<file path="src/rtl/pipe_pkg.sv">
// Shared constants for the reusable pipeline stage register: per-stage bundle widths,
// control-bundle bit positions and the skid FSM encoding ({skid_valid, main_valid}).
package pipe_pkg;

  localparam int unsigned ID_EX_DATA_W  = 275;
  localparam int unsigned ID_EX_CTRL_W  = 9;
  localparam int unsigned EX_MEM_DATA_W = 197;
  localparam int unsigned EX_MEM_CTRL_W = 5;
  localparam int unsigned MEM_WB_DATA_W = 133;
  localparam int unsigned MEM_WB_CTRL_W = 2;

  localparam int unsigned ALUOP_LSB    = 0;
  localparam int unsigned ALUOP_W      = 2;
  localparam int unsigned ALUSRC_BIT   = 2;
  localparam int unsigned BRANCHEQ_BIT = 3;
  localparam int unsigned BRANCHGT_BIT = 4;
  localparam int unsigned MEMREAD_BIT  = 5;
  localparam int unsigned MEMWRITE_BIT = 6;
  localparam int unsigned REGWRITE_BIT = 7;
  localparam int unsigned MEMTOREG_BIT = 8;

  localparam logic [1:0] ST_EMPTY = 2'b00;
  localparam logic [1:0] ST_ONE   = 2'b01;
  localparam logic [1:0] ST_FULL  = 2'b11;

endpackage

</file>
<file path="src/rtl/pipe_stage_reg_if.sv">
// Handshake and bundle signals of one pipeline stage register; slave is the stage itself,
// master is whatever drives it (upstream producer plus downstream consumer).
interface pipe_stage_reg_if
  import pipe_pkg::*;
#(
  parameter int unsigned DATA_W = ID_EX_DATA_W,
  parameter int unsigned CTRL_W = ID_EX_CTRL_W,
  parameter int unsigned CNT_W  = 16
);

  logic              in_valid;
  logic              in_ready;
  logic [DATA_W-1:0] in_data;
  logic [CTRL_W-1:0] in_ctrl;
  logic              flush;
  logic              out_valid;
  logic              out_ready;
  logic [DATA_W-1:0] out_data;
  logic [CTRL_W-1:0] out_ctrl;
  logic [CNT_W-1:0]  stall_cnt;

  modport slave (
    input  in_valid, in_data, in_ctrl, flush, out_ready,
    output in_ready, out_valid, out_data, out_ctrl, stall_cnt
  );

  modport master (
    output in_valid, in_data, in_ctrl, flush, out_ready,
    input  in_ready, out_valid, out_data, out_ctrl, stall_cnt
  );

endinterface

</file>
<file path="src/rtl/pipe_skid_ctrl.sv">
// Occupancy FSM for the stage register: owns in_ready and the load/clear enables that
// steer the main and skid datapath registers in pipe_stage_reg.
module pipe_skid_ctrl
  import pipe_pkg::*;
#(
  parameter int unsigned SKID = 1
) (
  input  logic clk,
  input  logic reset,
  input  logic i_in_valid,
  input  logic i_out_ready,
  input  logic i_flush,
  output logic o_in_ready,
  output logic o_main_valid,
  output logic o_load_main_in,
  output logic o_load_main_skid,
  output logic o_load_skid,
  output logic o_clr_main_ctrl,
  output logic o_clr_skid_ctrl
);

  logic [1:0] r_state;
  logic [1:0] w_state_d;
  logic       r_in_ready;
  logic       w_in_ready_comb;
  logic       w_accept;
  logic       w_fire;

  assign o_main_valid    = r_state[0];
  assign w_fire          = r_state[0] & i_out_ready;
  assign w_in_ready_comb = i_out_ready | ~r_state[0];
  assign o_in_ready      = (SKID != 0) ? r_in_ready : w_in_ready_comb;
  assign w_accept        = i_in_valid & o_in_ready;

  always_comb begin
    w_state_d        = r_state;
    o_load_main_in   = 1'b0;
    o_load_main_skid = 1'b0;
    o_load_skid      = 1'b0;
    o_clr_main_ctrl  = 1'b0;
    o_clr_skid_ctrl  = 1'b0;
    if (i_flush) begin
      // A same-cycle accept is dropped: no load enable is raised here.
      w_state_d       = ST_EMPTY;
      o_clr_main_ctrl = 1'b1;
      o_clr_skid_ctrl = 1'b1;
    end else if (SKID == 0) begin
      if (w_accept) begin
        w_state_d      = ST_ONE;
        o_load_main_in = 1'b1;
      end else if (w_fire) begin
        w_state_d       = ST_EMPTY;
        o_clr_main_ctrl = 1'b1;
      end
    end else begin
      case (r_state)
        ST_EMPTY: begin
          if (w_accept) begin
            w_state_d      = ST_ONE;
            o_load_main_in = 1'b1;
          end
        end
        ST_ONE: begin
          if (w_accept && w_fire) begin
            o_load_main_in = 1'b1;
          end else if (w_accept) begin
            w_state_d   = ST_FULL;
            o_load_skid = 1'b1;
          end else if (w_fire) begin
            w_state_d       = ST_EMPTY;
            o_clr_main_ctrl = 1'b1;
          end
        end
        ST_FULL: begin
          if (w_fire) begin
            w_state_d        = ST_ONE;
            o_load_main_skid = 1'b1;
            o_clr_skid_ctrl  = 1'b1;
          end
        end
        default: w_state_d = ST_EMPTY;
      endcase
    end
  end

  always_ff @(posedge clk or posedge reset) begin
    if (reset) begin
      r_state    <= ST_EMPTY;
      r_in_ready <= 1'b1;
    end else begin
      r_state    <= w_state_d;
      r_in_ready <= (w_state_d != ST_FULL);
    end
  end

  a_full_not_ready: assert property (@(posedge clk) disable iff (reset)
    (r_state == ST_FULL) |-> !o_in_ready);

endmodule

</file>
<file path="src/rtl/pipe_stage_reg.sv">
// Reusable pipeline stage register: valid/ready handshake, optional 2-entry skid buffer,
// flush with bubble insertion (ctrl forced to 0 when invalid) and a saturating stall counter.
module pipe_stage_reg
  import pipe_pkg::*;
#(
  parameter int unsigned DATA_W = ID_EX_DATA_W,
  parameter int unsigned CTRL_W = ID_EX_CTRL_W,
  parameter int unsigned SKID   = 1,
  parameter int unsigned CNT_W  = 16
) (
  input logic             clk,
  input logic             reset,
  pipe_stage_reg_if.slave bus
);

  logic              w_in_ready;
  logic              w_main_valid;
  logic              w_load_main_in;
  logic              w_load_main_skid;
  logic              w_load_skid;
  logic              w_clr_main_ctrl;
  logic              w_clr_skid_ctrl;
  logic              w_fire;
  logic [DATA_W-1:0] r_main_data;
  logic [CTRL_W-1:0] r_main_ctrl;
  logic [DATA_W-1:0] r_skid_data;
  logic [CTRL_W-1:0] r_skid_ctrl;
  logic [CNT_W-1:0]  r_stall_cnt;

  pipe_skid_ctrl #(
    .SKID (SKID)
  ) u_ctrl (
    .clk              (clk),
    .reset            (reset),
    .i_in_valid       (bus.in_valid),
    .i_out_ready      (bus.out_ready),
    .i_flush          (bus.flush),
    .o_in_ready       (w_in_ready),
    .o_main_valid     (w_main_valid),
    .o_load_main_in   (w_load_main_in),
    .o_load_main_skid (w_load_main_skid),
    .o_load_skid      (w_load_skid),
    .o_clr_main_ctrl  (w_clr_main_ctrl),
    .o_clr_skid_ctrl  (w_clr_skid_ctrl)
  );

  assign w_fire        = w_main_valid & bus.out_ready;
  assign bus.in_ready  = w_in_ready;
  assign bus.out_valid = w_main_valid;
  assign bus.out_data  = r_main_data;
  assign bus.out_ctrl  = r_main_ctrl;
  assign bus.stall_cnt = r_stall_cnt;

  // Data is never cleared on bubble/flush; only ctrl carries the kill.
  always_ff @(posedge clk or posedge reset) begin
    if (reset) begin
      r_main_data <= '0;
      r_main_ctrl <= '0;
      r_skid_data <= '0;
      r_skid_ctrl <= '0;
    end else begin
      if (w_load_main_in) begin
        r_main_data <= bus.in_data;
        r_main_ctrl <= bus.in_ctrl;
      end else if (w_load_main_skid) begin
        r_main_data <= r_skid_data;
        r_main_ctrl <= r_skid_ctrl;
      end else if (w_clr_main_ctrl) begin
        r_main_ctrl <= '0;
      end
      if (w_load_skid) begin
        r_skid_data <= bus.in_data;
        r_skid_ctrl <= bus.in_ctrl;
      end else if (w_clr_skid_ctrl) begin
        r_skid_ctrl <= '0;
      end
    end
  end

  always_ff @(posedge clk or posedge reset) begin
    if (reset) begin
      r_stall_cnt <= '0;
    end else if (w_main_valid && !bus.out_ready && (r_stall_cnt != {CNT_W{1'b1}})) begin
      r_stall_cnt <= r_stall_cnt + CNT_W'(1);
    end
  end

  a_hold_stable: assert property (@(posedge clk) disable iff (reset)
    (w_main_valid && !bus.out_ready && !bus.flush) |=>
      ($stable(r_main_data) && $stable(r_main_ctrl)));

  a_no_accept_blocked: assert property (@(posedge clk) disable iff (reset)
    (!w_in_ready && !w_fire) |=> ($stable(r_main_data) && $stable(r_skid_data)));

endmodule

</file>
<file path="src/flat_wrapper.sv">
// flat-port wrapper written by rule: the top's interface ports become plain ports
module pipe_stage_reg_flat import pipe_pkg::*;
#(
  parameter int unsigned DATA_W = ID_EX_DATA_W,
  parameter int unsigned CTRL_W = ID_EX_CTRL_W,
  parameter int unsigned SKID   = 1,
  parameter int unsigned CNT_W  = 16
)
  (clk, reset, bus_in_valid, bus_in_data, bus_in_ctrl, bus_flush, bus_out_ready, bus_in_ready, bus_out_valid, bus_out_data, bus_out_ctrl, bus_stall_cnt);
  pipe_stage_reg_if #(.DATA_W(DATA_W), .CTRL_W(CTRL_W), .CNT_W(CNT_W)) bus_i ();
  input logic clk;
  input logic reset;
  input wire logic [$bits(bus_i.in_valid)-1:0] bus_in_valid;
  input wire logic [$bits(bus_i.in_data)-1:0] bus_in_data;
  input wire logic [$bits(bus_i.in_ctrl)-1:0] bus_in_ctrl;
  input wire logic [$bits(bus_i.flush)-1:0] bus_flush;
  input wire logic [$bits(bus_i.out_ready)-1:0] bus_out_ready;
  output wire logic [$bits(bus_i.in_ready)-1:0] bus_in_ready;
  output wire logic [$bits(bus_i.out_valid)-1:0] bus_out_valid;
  output wire logic [$bits(bus_i.out_data)-1:0] bus_out_data;
  output wire logic [$bits(bus_i.out_ctrl)-1:0] bus_out_ctrl;
  output wire logic [$bits(bus_i.stall_cnt)-1:0] bus_stall_cnt;
  assign bus_i.in_valid = bus_in_valid;
  assign bus_i.in_data = bus_in_data;
  assign bus_i.in_ctrl = bus_in_ctrl;
  assign bus_i.flush = bus_flush;
  assign bus_i.out_ready = bus_out_ready;
  assign bus_in_ready = bus_i.in_ready;
  assign bus_out_valid = bus_i.out_valid;
  assign bus_out_data = bus_i.out_data;
  assign bus_out_ctrl = bus_i.out_ctrl;
  assign bus_stall_cnt = bus_i.stall_cnt;
  pipe_stage_reg #(.DATA_W(DATA_W), .CTRL_W(CTRL_W), .SKID(SKID), .CNT_W(CNT_W)) u_core (.clk(clk), .reset(reset), .bus(bus_i));
endmodule
</file>
<file path="config.mk">
export PLATFORM = sky130hd
export DESIGN_NAME = pipe_stage_reg_flat
export DESIGN_NICKNAME = d
export VERILOG_FILES = /design/src/rtl/pipe_pkg.sv /design/src/rtl/pipe_stage_reg_if.sv /design/src/rtl/pipe_skid_ctrl.sv /design/src/rtl/pipe_stage_reg.sv /design/src/flat_wrapper.sv
export SDC_FILE = /design/constraint.sdc
export NUM_CORES = 1
export LEC_CHECK = 0
export CORE_MARGIN = 3
export CORE_UTILIZATION = 45
export CTS_CLUSTER_DIAMETER = 40
export DETAILED_ROUTE_END_ITERATION = 8
export GPL_TIMING_DRIVEN = 1
export PLACE_DENSITY = 0.78
export RECOVER_POWER = 100
export SYNTH_ARGS = -nofsm -noshare
export SYNTH_HDL_FRONTEND = slang
export SYNTH_SLANG_ARGS = --single-unit
</file>
<file path="constraint.sdc">
create_clock -name clk -period 20.2 [get_ports clk]
set_input_delay 3.03 -clock clk [delete_from_list [all_inputs] [get_ports clk]]
set_output_delay 3.03 -clock clk [all_outputs]
set_load 0.05 [all_outputs]
</file>
==> metrics.md, run 1 <==
| Metric | Value |
|---|---|
| Hold depth | `1` |
| Syn. warnings | `0` |
| Top sig layer | `met5` |
| Lkg Pwr | `around 17 nW` |
| Total CTS buffers | `83` |
| Die ar. | `between 50000 and 60000 µm²` |
| Async S/R FF share, synth | `between 90% and 100%` |
| Compound-Gate Fraction of Synth Area | `approximately a fifth` |
| Met2 WL post-DR | `34.7 mm` |
| Die width | `235 µm` |
| Worst slew margin | `-278%` |
| CTS clk-pin slew, worst paths | `around 0.06 ns` |
| PD cells | `119 nW/µm²` |
| Clk buf depth | `3` |
| Worst path required time | `between 20 and 25 ns` |
| Status | `complete, but fails checks` |
| Violated checks | `max-capacitance violations, max-slew violations` |
| Number of global-route vias before repair | `a little under 20000` |
| Crit end category | `flop` |
| Root Driver | `clkbuf_16` |
| Fin worst setup slack | `8.93 ns` |
| Max-slew violations | `about 840` |
| Worst path most repeated cell | `clkbuf_1` |
| Max Cap Violations | `10` |
| I/O pin count | `around 600` |
| Post-synthesis mux area share | `0.0475%` |
| Cell variety after synth | `34` |
| Initial DRC Count | `1435` |
| Least-Margin Pin Slew | `between 5 and 6 ns` |
| Final number of setup-violating endpoints | `0` |
| Synth area leader | `dfrtp_1` |
| DR DRC count | `0` |
| Final std cells w/o fill | `~3500` |
| Via density | `5.48` |
| CP max stage delay | `roughly 2.7 ns` |
| Cells after DPL | `around 3400` |
| Port bufs | `slightly below 600` |
| WL met3 | `about 6 mm` |
| Critical path peak fanout | `74` |
| Worst skew pair latency | `roughly 0.6 ns` |
| WL final | `slightly above 70 mm` |
| Crit Path Class | `input pin to flop` |
| Yosys top cell area share | `around 62%` |
| Cts hold-fix bufs | `0` |
| CP Depth | `8` |
| Synth top area cells | `dfrtp_1 (62%), nand2_1 (13%), a22o_1 (11%), a21o_1 (9.0%), buf_2 (2.3%)` |
| Post-route setup TNS | `0 ns` |
| DIE HEIGHT | `approximately 240 µm` |
| Synth cell count leaders | `nand2_1 (831), dfrtp_1 (586), a22o_1 (293)` |
| Effective utilization at floorplan | `a little under half` |
| Area of the mapped netlist | `between 20000 and 25000 µm²` |
| DR WL/cell | `roughly 20 µm` |
| Congestion Overflow GR | `0` |
| Worst R2R Path Depth | `7` |
| Synth Instances | `around 2200` |
| # nets final | `around 3000` |
| Core area | `about 52000 µm²` |
| First-pass GRT wire length | `approximately 110 mm` |
| Most common cell in the netlist | `nand2_1` |
| Synth Area in XOR/XNOR | `less than 1%` |
| Syn avg cell area | `about 11 µm²` |
| GRT Total Usage | `around 25%` |
| Min-Delay Path Class | `flop to flop` |
| CTS tree | `yes` |
| Initial antenna violation count | `12` |
| Main synth FF type | `dfrtp_1` |
| Area Growth Syn to Fin | `38.3%` |
| Critical Path Start Type | `input pin` |
| Clock sinks | `587` |
| Area share of and/or/nand/nor cells after synthesis | `between 10% and 20%` |
| Crit-path cells | `dlygate4sd3_1, nand3_1, nor2_1, clkbuf_1, clkbuf_1, clkbuf_1, a22o_1, a21o_1` |
| Post-Synth Adder-Cell Area | `less than 1%` |
| Via count | `~19000` |
| Skew final | `roughly 0.019 ns` |
| Met1 wire length | `around 27 mm` |
| Fmax | `88.8 MHz` |
| RSZ-0062 raised after global routing | `false` |
| Setup bufs post-CTS | `0` |
| Final Hold Fails | `0` |
| Peak supply drop | `~0.09 mV` |
| RD Place Congestion | `between 0.8 and 0.9` |
| Top cell family by delay on the critical path | `buffers and inverters` |
| Pin count of the biggest net entering global routing | `~180` |
| Period utilization | `about 56%` |
| CP arrival | `~12 ns` |
| EDFF count, synth | `0` |
| Routed Antenna Nets | `0` |
| Rows | `83` |
| Final min period | `between 10 and 15 ns` |
| Post-detail-place hpwl | `45.9 mm` |
| Yosys reg bits | `a little under 600` |
| 1st-pass router iterations | `7` |
| Resized Gates After CTS | `0` |
| Seq/Total Area, Yosys | `~62%` |
| Worst path bufs/invs | `4` |
| Share of cells above drive strength 1 | `5.77%` |
| Syn Nets | `~2500` |
| Slowest-stage cell, CP | `clkbuf_1` |
| H-tree Lvls | `3` |
| Largest family of logic cells by synthesized area | `compound AO/OA/AOI/OAI gates` |
| Pre-CTS WS | `around 13 ns` |
cell usage in the layout, fill, tap and decap left out, types with 2 or more instances in the layout:
cell and count:
a21o_1 284, a21oi_1 2, a22o_1 293, and3_1 2
buf_4 15, bufinv_16 7, clkbuf_1 20, clkbuf_16 86
clkbuf_8 6, clkdlybuf4s50_1 286, clkinv_2 6, clkinv_4 9
clkinvlp_4 9, dfrtp_1 586, diode_2 11, dlygate4sd3_1 304
inv_1 3, inv_6 14, nand2_1 831, nand2b_1 2
nand3_1 4, nand4_1 6, nor2_1 8, nor3_1 2
nor4_1 2, o21ai_0 3, or3_1 2, xnor2_1 7
xor2_1 7
metal layers:
metal	GRT usage (%)	up-vias
met3	7.90	182
met2	41.1	758
li1	-	8668
met5	0	-
met4	12.5	2
met1	30.5	9657
power by group:
group / leakage (nW) / switching, mW / internal [mW]
clock network: 1.36 / 0.555 / 0.903
registers: 7.40 / 0.140 / 1.41
logic: 8.58 / 0.597 / 0.308
cells by family (layout without fill, tap and decap cells):
family,after synthesis,count (layout)
other cells,0,11
simple gates,870,870
xor+xnor,14,14
mux,1,1
compound gates,583,583
fa+ha+maj,1,1
flops,587,587
buf+inv,162,769
layout make-up:
class | instances | area (µm²)
fill | 3886 | 19000
clock buffer | 104 | 2280
tap | 680 | 851
timing repair buffer | 614 | 6070
inverter | 4 | 16.3
antenna | 11 | 27.5
clock inverter | 47 | 546
sequential | 587 | 14700
multi-input combinational | 1469 | 8270
sequential cells by signal, indices dropped and copies added, names as in the netlist:
signal	flops
u_core.bus.out_data	275
u_core.r_skid_data	275
u_core.bus.stall_cnt	16
u_core.bus.out_ctrl	9
u_core.r_skid_ctrl	9
u_core.u_ctrl.r_state	2
u_core.u_ctrl.o_in_ready	1
metrics by stage:
| stage | area, µm² | power, mW | util [%] | hold slack (ns) |
|---|---|---|---|---|
| floorplan | 23700 | 2.13 | - | 0.447 |
| global placement | 29900 | 2.48 | 57.9 | 0.457 |
| detailed placement | 29900 | 2.51 | 57.9 | 0.463 |
| CTS | 32800 | 3.98 | 63.4 | 0.475 |
| global route | 32700 | 4.07 | 63.3 | 0.485 |
| finish | 32700 | 3.91 | 63.3 | 0.467 |
final timing paths:
check	slack, ns	to	startpoint
worst max-delay path	8.93	u_core.bus.out_data[114]	bus_out_ready
worst min-delay path	0.47	u_core.bus.out_data[20]	u_core.bus.out_data[20]
worst max register to register	11.49	u_core.bus.out_data[114]	u_core.u_ctrl.r_state[0]
worst min register to register	0.47	u_core.bus.out_data[20]	u_core.bus.out_data[20]
max in group asynchronous	9.31	u_core.bus.out_data[154]	reset
min in group asynchronous	4.63	u_core.bus.out_data[105]	reset
Note: power is estimated with default switching activity, not from simulation.
==> inputs of run 2 (changes only) <==
Clock period 20.2 ns to 9.3 ns, I/O delays scaled along.
==> run 2 against run 1 <==
  * First-iteration DRC count increased by 15%
  * Non-clock buffer count is 2 lower
  * Sequential cell count unchanged
  * Via count up 0.53%
  * The flow still finishes with violations (max-capacitance violations, max-slew violations)
  * Final cell count unchanged
==> metrics.md, run 2 (synthesis results as in run 1) <==
| Metric | Value |
|---|---|
| RR Startpoint | `u_core.u_ctrl.o_in_ready` |
| Min-Delay Path Class | `flop to flop` |
| R2R Setup Slk | `3.56 ns` |
| Crit end category | `flop` |
| Crit Path Class | `input pin to flop` |
| Die width | `around 240 µm` |
| I/O pin count | `roughly 590` |
| Period utilization | `roughly 72%` |
| Setup bufs post-CTS | `0` |
| Peak supply drop | `0.194 mV` |
| Most frequent cells in the layout | `nand2_1 (831), dfrtp_1 (586), dlygate4sd3_1 (304), a22o_1 (293), clkdlybuf4s50_1 (286)` |
| Port bufs | `between 500 and 600` |
| Post-detail-place hpwl | `~45 mm` |
| Max Cap Violations | `7` |
| GRT Total Usage | `between 20% and 30%` |
| Critical path peak fanout | `between 150 and 200` |
| Final number of setup-violating endpoints | `0` |
| Least-Margin Pin Slew | `between 4 and 5 ns` |
| Slowest-stage cell, CP | `clkbuf_2` |
| Area Growth Syn to Fin | `38.3%` |
| Fmax | `about 150 MHz` |
| Skew final | `between 0.02 and 0.025 ns` |
| Worst path required time | `between 9 and 10 ns` |
| Via count | `roughly 19000` |
| Critical Path Start Type | `input pin` |
| First-pass GRT wire length | `113 mm` |
| H-tree Lvls | `3` |
| Crit-path cells | `dlygate4sd3_1, nand2b_1, nor3_2, clkbuf_2, buf_4, nand2_1, nand2_1` |
| Total power | `~8.5 mW` |
| PD cells | `between 200 and 300 nW/µm²` |
| Total CTS buffers | `~80` |
| Worst r2r dst | `u_core.r_skid_data[192]` |
| Clock sinks | `just under 600` |
| Violated checks | `max-capacitance violations, max-slew violations` |
| Worst Hold Margin | `roughly 0.47 ns` |
| Cts hold-fix bufs | `0` |
| Root Driver | `clkbuf_16` |
| Routed Antenna Nets | `0` |
| Worst slew margin | `-205%` |
| Most common cell after layout, fill and taps aside | `nand2_1` |
| CP arrival | `between 7 and 8 ns` |
| # nets final | `between 3000 and 4000` |
| Share of cells above drive strength 1 | `between 6 and 7%` |
| WL final | `approximately 71 mm` |
| Max-slew violations | `678` |
| RD Place Congestion | `0.889` |
| Clk buf depth | `3` |
| Initial DRC Count | `approximately 1600` |
| Pin count of the biggest net entering global routing | `between 150 and 200` |
| RSZ-0062 raised after global routing | `false` |
| Effective utilization at floorplan | `between 40 and 50%` |
| Final instance area | `roughly 33000 µm²` |
| Fillers | `approximately 3900` |
| DR WL/cell | `between 20 and 25 µm` |
| Number of global-route vias before repair | `between 15000 and 20000` |
| Hold EP | `u_core.bus.out_data[220]` |
| Worst R2R Path Depth | `6` |
| DR DRC count | `0` |
| DIE HEIGHT | `between 200 and 250 µm` |
| Congestion Overflow GR | `0` |
| Hold depth | `1` |
| Lkg Pwr | `between 15 and 20 nW` |
| CP max stage delay | `~3 ns` |
| Final min period | `6.69 ns` |
| Initial antenna violation count | `14` |
| Post-placement cell area | `roughly 30000 µm²` |
| CTS tree | `yes` |
| Status | `complete, but fails checks` |
| Worst skew pair latency | `0.62 ns` |
| CTS clk-pin slew, worst paths | `roughly 0.05 ns` |
| Via density | `between 5 and 6` |
| Die ar. | `55400 µm²` |
| Worst hold start | `u_core.bus.out_data[220]` |
| Worst path most repeated cell | `nand2_1` |
| Core area | `just over 50000 µm²` |
| Rows | `83` |
| 1st-pass router iterations | `5` |
| Resized Gates After CTS | `0` |
| Final Hold Fails | `0` |
[run 2: cell types whose count changed in the layout (fill, tap and decap cells not counted), moves of 3 or more]
cell / before / now
clkbuf_2: 0 / 3
clkbuf_1: 20 / 11
inv_8: 0 / 3
clkinvlp_4: 9 / 12
clkinv_4: 9 / 5
clkbuf_16: 86 / 83
[run 2: worst max path at each step]
| stage | startpoint | to | depth (start not counted) |
|---|---|---|---|
| after floorplan | reset | u_core.bus.out_ctrl[0] | 1 |
| after global placement | bus_out_ready | u_core.bus.out_data[179] | 8 |
| after CTS | bus_out_ready | u_core.bus.out_data[201] | 8 |
| final | bus_out_ready | u_core.r_skid_data[192] | 7 |
| after detailed placement | bus_out_ready | u_core.bus.out_data[141] | 8 |
| after global routing | bus_out_ready | u_core.bus.out_data[184] | 8 |
[run 2: critical path, delay by kind of cell]
| family | cells | cell delay (ns) |
|---|---|---|
| buffers and inverters | 3 | 4.79 |
| AND/OR/NAND/NOR | 4 | 0.66 |
[run 2: where the power goes]
part           switching, mW  internal, mW
combinational           1.30         0.670
sequential             0.297          3.06
clock                   1.22          1.96
total                   2.82          5.68
[run 2: final cells by class]
type,count,area (µm²),area share (%)
clock buffer,99,2220,6.77
inverter,4,16.3,0.0496
timing repair buffer,612,6090,18.6
antenna,12,30.0,0.0917
tap,680,851,2.60
clock inverter,53,608,1.86
multi-input combinational,1469,8260,25.2
sequential,587,14700,44.8
[run 2: layer usage]
metal  wire, µm  GRT usage [%]  up-vias
met5         16              0        -
met1      27600           31.8     9726
met3       5770           7.76      190
met2      34600           40.7      793
met4       3410           11.4        4
li1           -              -     8656
[run 2: through the flow]
stage          utilization, %  cells  TNS, ns  setup slack (ns)
2_1_floorplan               -   2218   -56.01           -0.0956
3_3_place_gp             58.0   3352        0              4.26
3_5_place_dp             58.0   3352        0              4.17
4_1_cts                  63.4   3504        0              4.81
5_1_grt                  63.3   3514        0              2.34
6_report                 63.3   3516        0              2.61
==> inputs of run 3 (changes only) <==
Settings changed: PLACE_DENSITY 0.78 to 0.75.
Clock period 9.3 ns to 6.58 ns, I/O delays scaled along.
==> run 3 against run 2 <==
  * The flow still finishes with violations (max-capacitance violations, max-slew violations)
  * Worst setup slack worse by 0.85 ns
  * First-iteration DRC count decreased by 15%
  * Global-route usage is essentially flat
  * Clock power is 44% higher
  * Die area is the same
  * Final area increased by 0.45%
  * Highest routed layer unchanged
==> metrics.md, run 3 (synthesis results as in run 1) <==
| Metric | Value |
|---|---|
| Status | `complete, but fails checks` |
| Violated checks | `max-capacitance violations, max-slew violations` |
| Clk buf depth | `3` |
| Comb power frac | `between 20% and 30%` |
| DIE HEIGHT | `235 µm` |
| # nets final | `~3100` |
| Crit-path cells | `dlygate4sd3_1, nand2b_1, nor3b_4, clkbuf_1, buf_4, a22o_1, a21o_1` |
| Area Growth Syn to Fin | `39.0%` |
| Setup bufs post-CTS | `0` |
| Number of global-route vias before repair | `~19000` |
| Via count | `slightly below 20000` |
| Pin count of the biggest net entering global routing | `~180` |
| CTS clk-pin slew, worst paths | `~0.050 ns` |
| RD Place Congestion | `about 0.84` |
| Skew final | `roughly 0.035 ns` |
| Sw Pwr | `3.94 mW` |
| H-tree Lvls | `3` |
| Sw frac | `32.6%` |
| Critical Path Start Type | `input pin` |
| Final number of setup-violating endpoints | `0` |
| Routed Antenna Nets | `0` |
| Via density | `roughly 5.5` |
| Slowest-stage cell, CP | `clkbuf_1` |
| Min-Delay Path Class | `flop to flop` |
| RSZ-0062 raised after global routing | `false` |
| WL final | `approximately 72 mm` |
| Max Cap Violations | `5` |
| Peak supply drop | `0.231 mV` |
| Die ar. | `between 50000 and 60000 µm²` |
| Period utilization | `around three quarters` |
| Share of cells above drive strength 1 | `under 10%` |
| Top cell family by delay on the critical path | `buffers and inverters` |
| DR DRC count | `0` |
| Clock sinks | `587` |
| Root Driver | `clkbuf_16` |
| Post-placement cell area | `around 30000 µm²` |
| Most frequent cells in the layout | `nand2_1 (831), dfrtp_1 (586), dlygate4sd3_1 (304), a22o_1 (293), clkdlybuf4s50_1 (286)` |
| Final Hold Fails | `0` |
| Worst path bufs/invs | `3` |
| GRT Total Usage | `25.3%` |
| Initial antenna violation count | `13` |
| Cell Int Power | `8.15 mW` |
| Post-detail-place hpwl | `approximately 46 mm` |
| PD cells | `367 nW/µm²` |
| Worst slew margin | `-58.2%` |
| DR WL/cell | `just over 20 µm` |
| Die width | `235 µm` |
| Final instance area | `32900 µm²` |
| I/O pin count | `591` |
| Cts hold-fix bufs | `0` |
| Clock Power Share | `between 30% and 40%` |
| Resized Gates After CTS | `0` |
| Total CTS buffers | `81` |
| Worst skew pair latency | `~0.61 ns` |
| Critical path peak fanout | `84` |
| Worst Hold Margin | `0.466 ns` |
| CP max stage delay | `1.67 ns` |
| Fmax | `around 210 MHz` |
| CP arrival | `around 5.4 ns` |
| Crit Path Class | `input pin to flop` |
| Part of the power in registers | `between 30% and 40%` |
| Least-Margin Pin Slew | `2.37 ns` |
| Effective utilization at floorplan | `approximately 46%` |
| Congestion Overflow GR | `0` |
| Max-slew violations | `roughly 210` |
| Crit end category | `flop` |
| Lkg Pwr | `17.4 nW` |
| Worst path required time | `between 7 and 8 ns` |
| Port bufs | `between 500 and 600` |
| First-pass GRT wire length | `about 110 mm` |
| Initial DRC Count | `roughly 1400` |
| Most common cell after layout, fill and taps aside | `nand2_1` |
| CTS tree | `yes` |
| Final min period | `4.82 ns` |
| 1st-pass router iterations | `5` |
| Rows | `83` |
| Core area | `51700 µm²` |
-- run 3: cell count changes in the layout (fill, tap and decap cells not counted), sizes merged --
| cell | change |
|---|---|
| inv | -6 |
| clkinv | +3 |
| bufinv | +3 |
| clkbuf | +6 |
| clkinvlp | -5 |
| buf | +4 |
-- run 3: cell type report --
class / instances / area (µm²)
Timing Repair Buffer: 620 / 6170
Sequential cell: 587 / 14700
Clock inverter: 48 / 647
Fill cell: 3944 / 18800
Inverter: 4 / 16.3
Antenna cell: 12 / 30.0
Multi-Input combinational cell: 1469 / 8270
Clock buffer: 101 / 2230
Tap cell: 680 / 851
-- run 3: worst reg2reg max path: cells and delay by family, from the launching register on --
kind	cells	cell delay, ns
compound gates	2	0.53
flops	1	0.45
simple gates	2	0.50
buf+inv	2	2.69
-- run 3: per-stage QoR --
step | instances | setup WS, ns | TNS [ns] | utilization (%) | power [mW]
2_1_floorplan | 2218 | -2.41 | -1410.99 | - | 6.53
3_3_place_gp | 3360 | 2.65 | 0 | 58.1 | 7.59
3_5_place_dp | 3360 | 2.61 | 0 | 58.1 | 7.68
4_1_cts | 3509 | 3.20 | 0 | 63.7 | 12.3
5_1_grt | 3519 | 1.56 | 0 | 63.6 | 12.6
6_report | 3521 | 1.76 | 0 | 63.6 | 12.1
-- run 3: metal layers --
| layer | GRT usage (%) | routed length [µm] |
|---|---|---|
| met1 | 32.1 | 28600 |
| met2 | 41.3 | 35100 |
| met3 | 7.03 | 5650 |
| met4 | 10.1 | 2480 |
| met5 | 0 | 27 |
-- run 3: path summary, 6_finish.rpt --
| path | from | end | slack, ns | depth (start not counted) |
|---|---|---|---|---|
| min | u_core.bus.out_data[128] | u_core.bus.out_data[128] | 0.47 | 1 |
| max | bus_out_ready | u_core.bus.out_data[81] | 1.76 | 7 |
| max reg2reg | u_core.u_ctrl.r_state[0] | u_core.bus.out_data[81] | 2.32 | 6 |
| min in group asynchronous | reset | u_core.r_skid_data[33] | 1.43 | 2 |
| max in group asynchronous | reset | u_core.bus.out_data[109] | 2.32 | 4 |
| min reg2reg | u_core.bus.out_data[128] | u_core.bus.out_data[128] | 0.47 | 1 |
-- run 3: power groups by stage --
stage / registers [mW] / logic, mW / clock network [mW]
finish: 4.73 / 2.78 / 4.58
global route: 4.80 / 2.95 / 4.81
CTS: 4.73 / 2.92 / 4.65
detailed placement: 4.78 / 2.90 / 0
global placement: 4.74 / 2.85 / 0
floorplan: 5.78 / 0.744 / 0
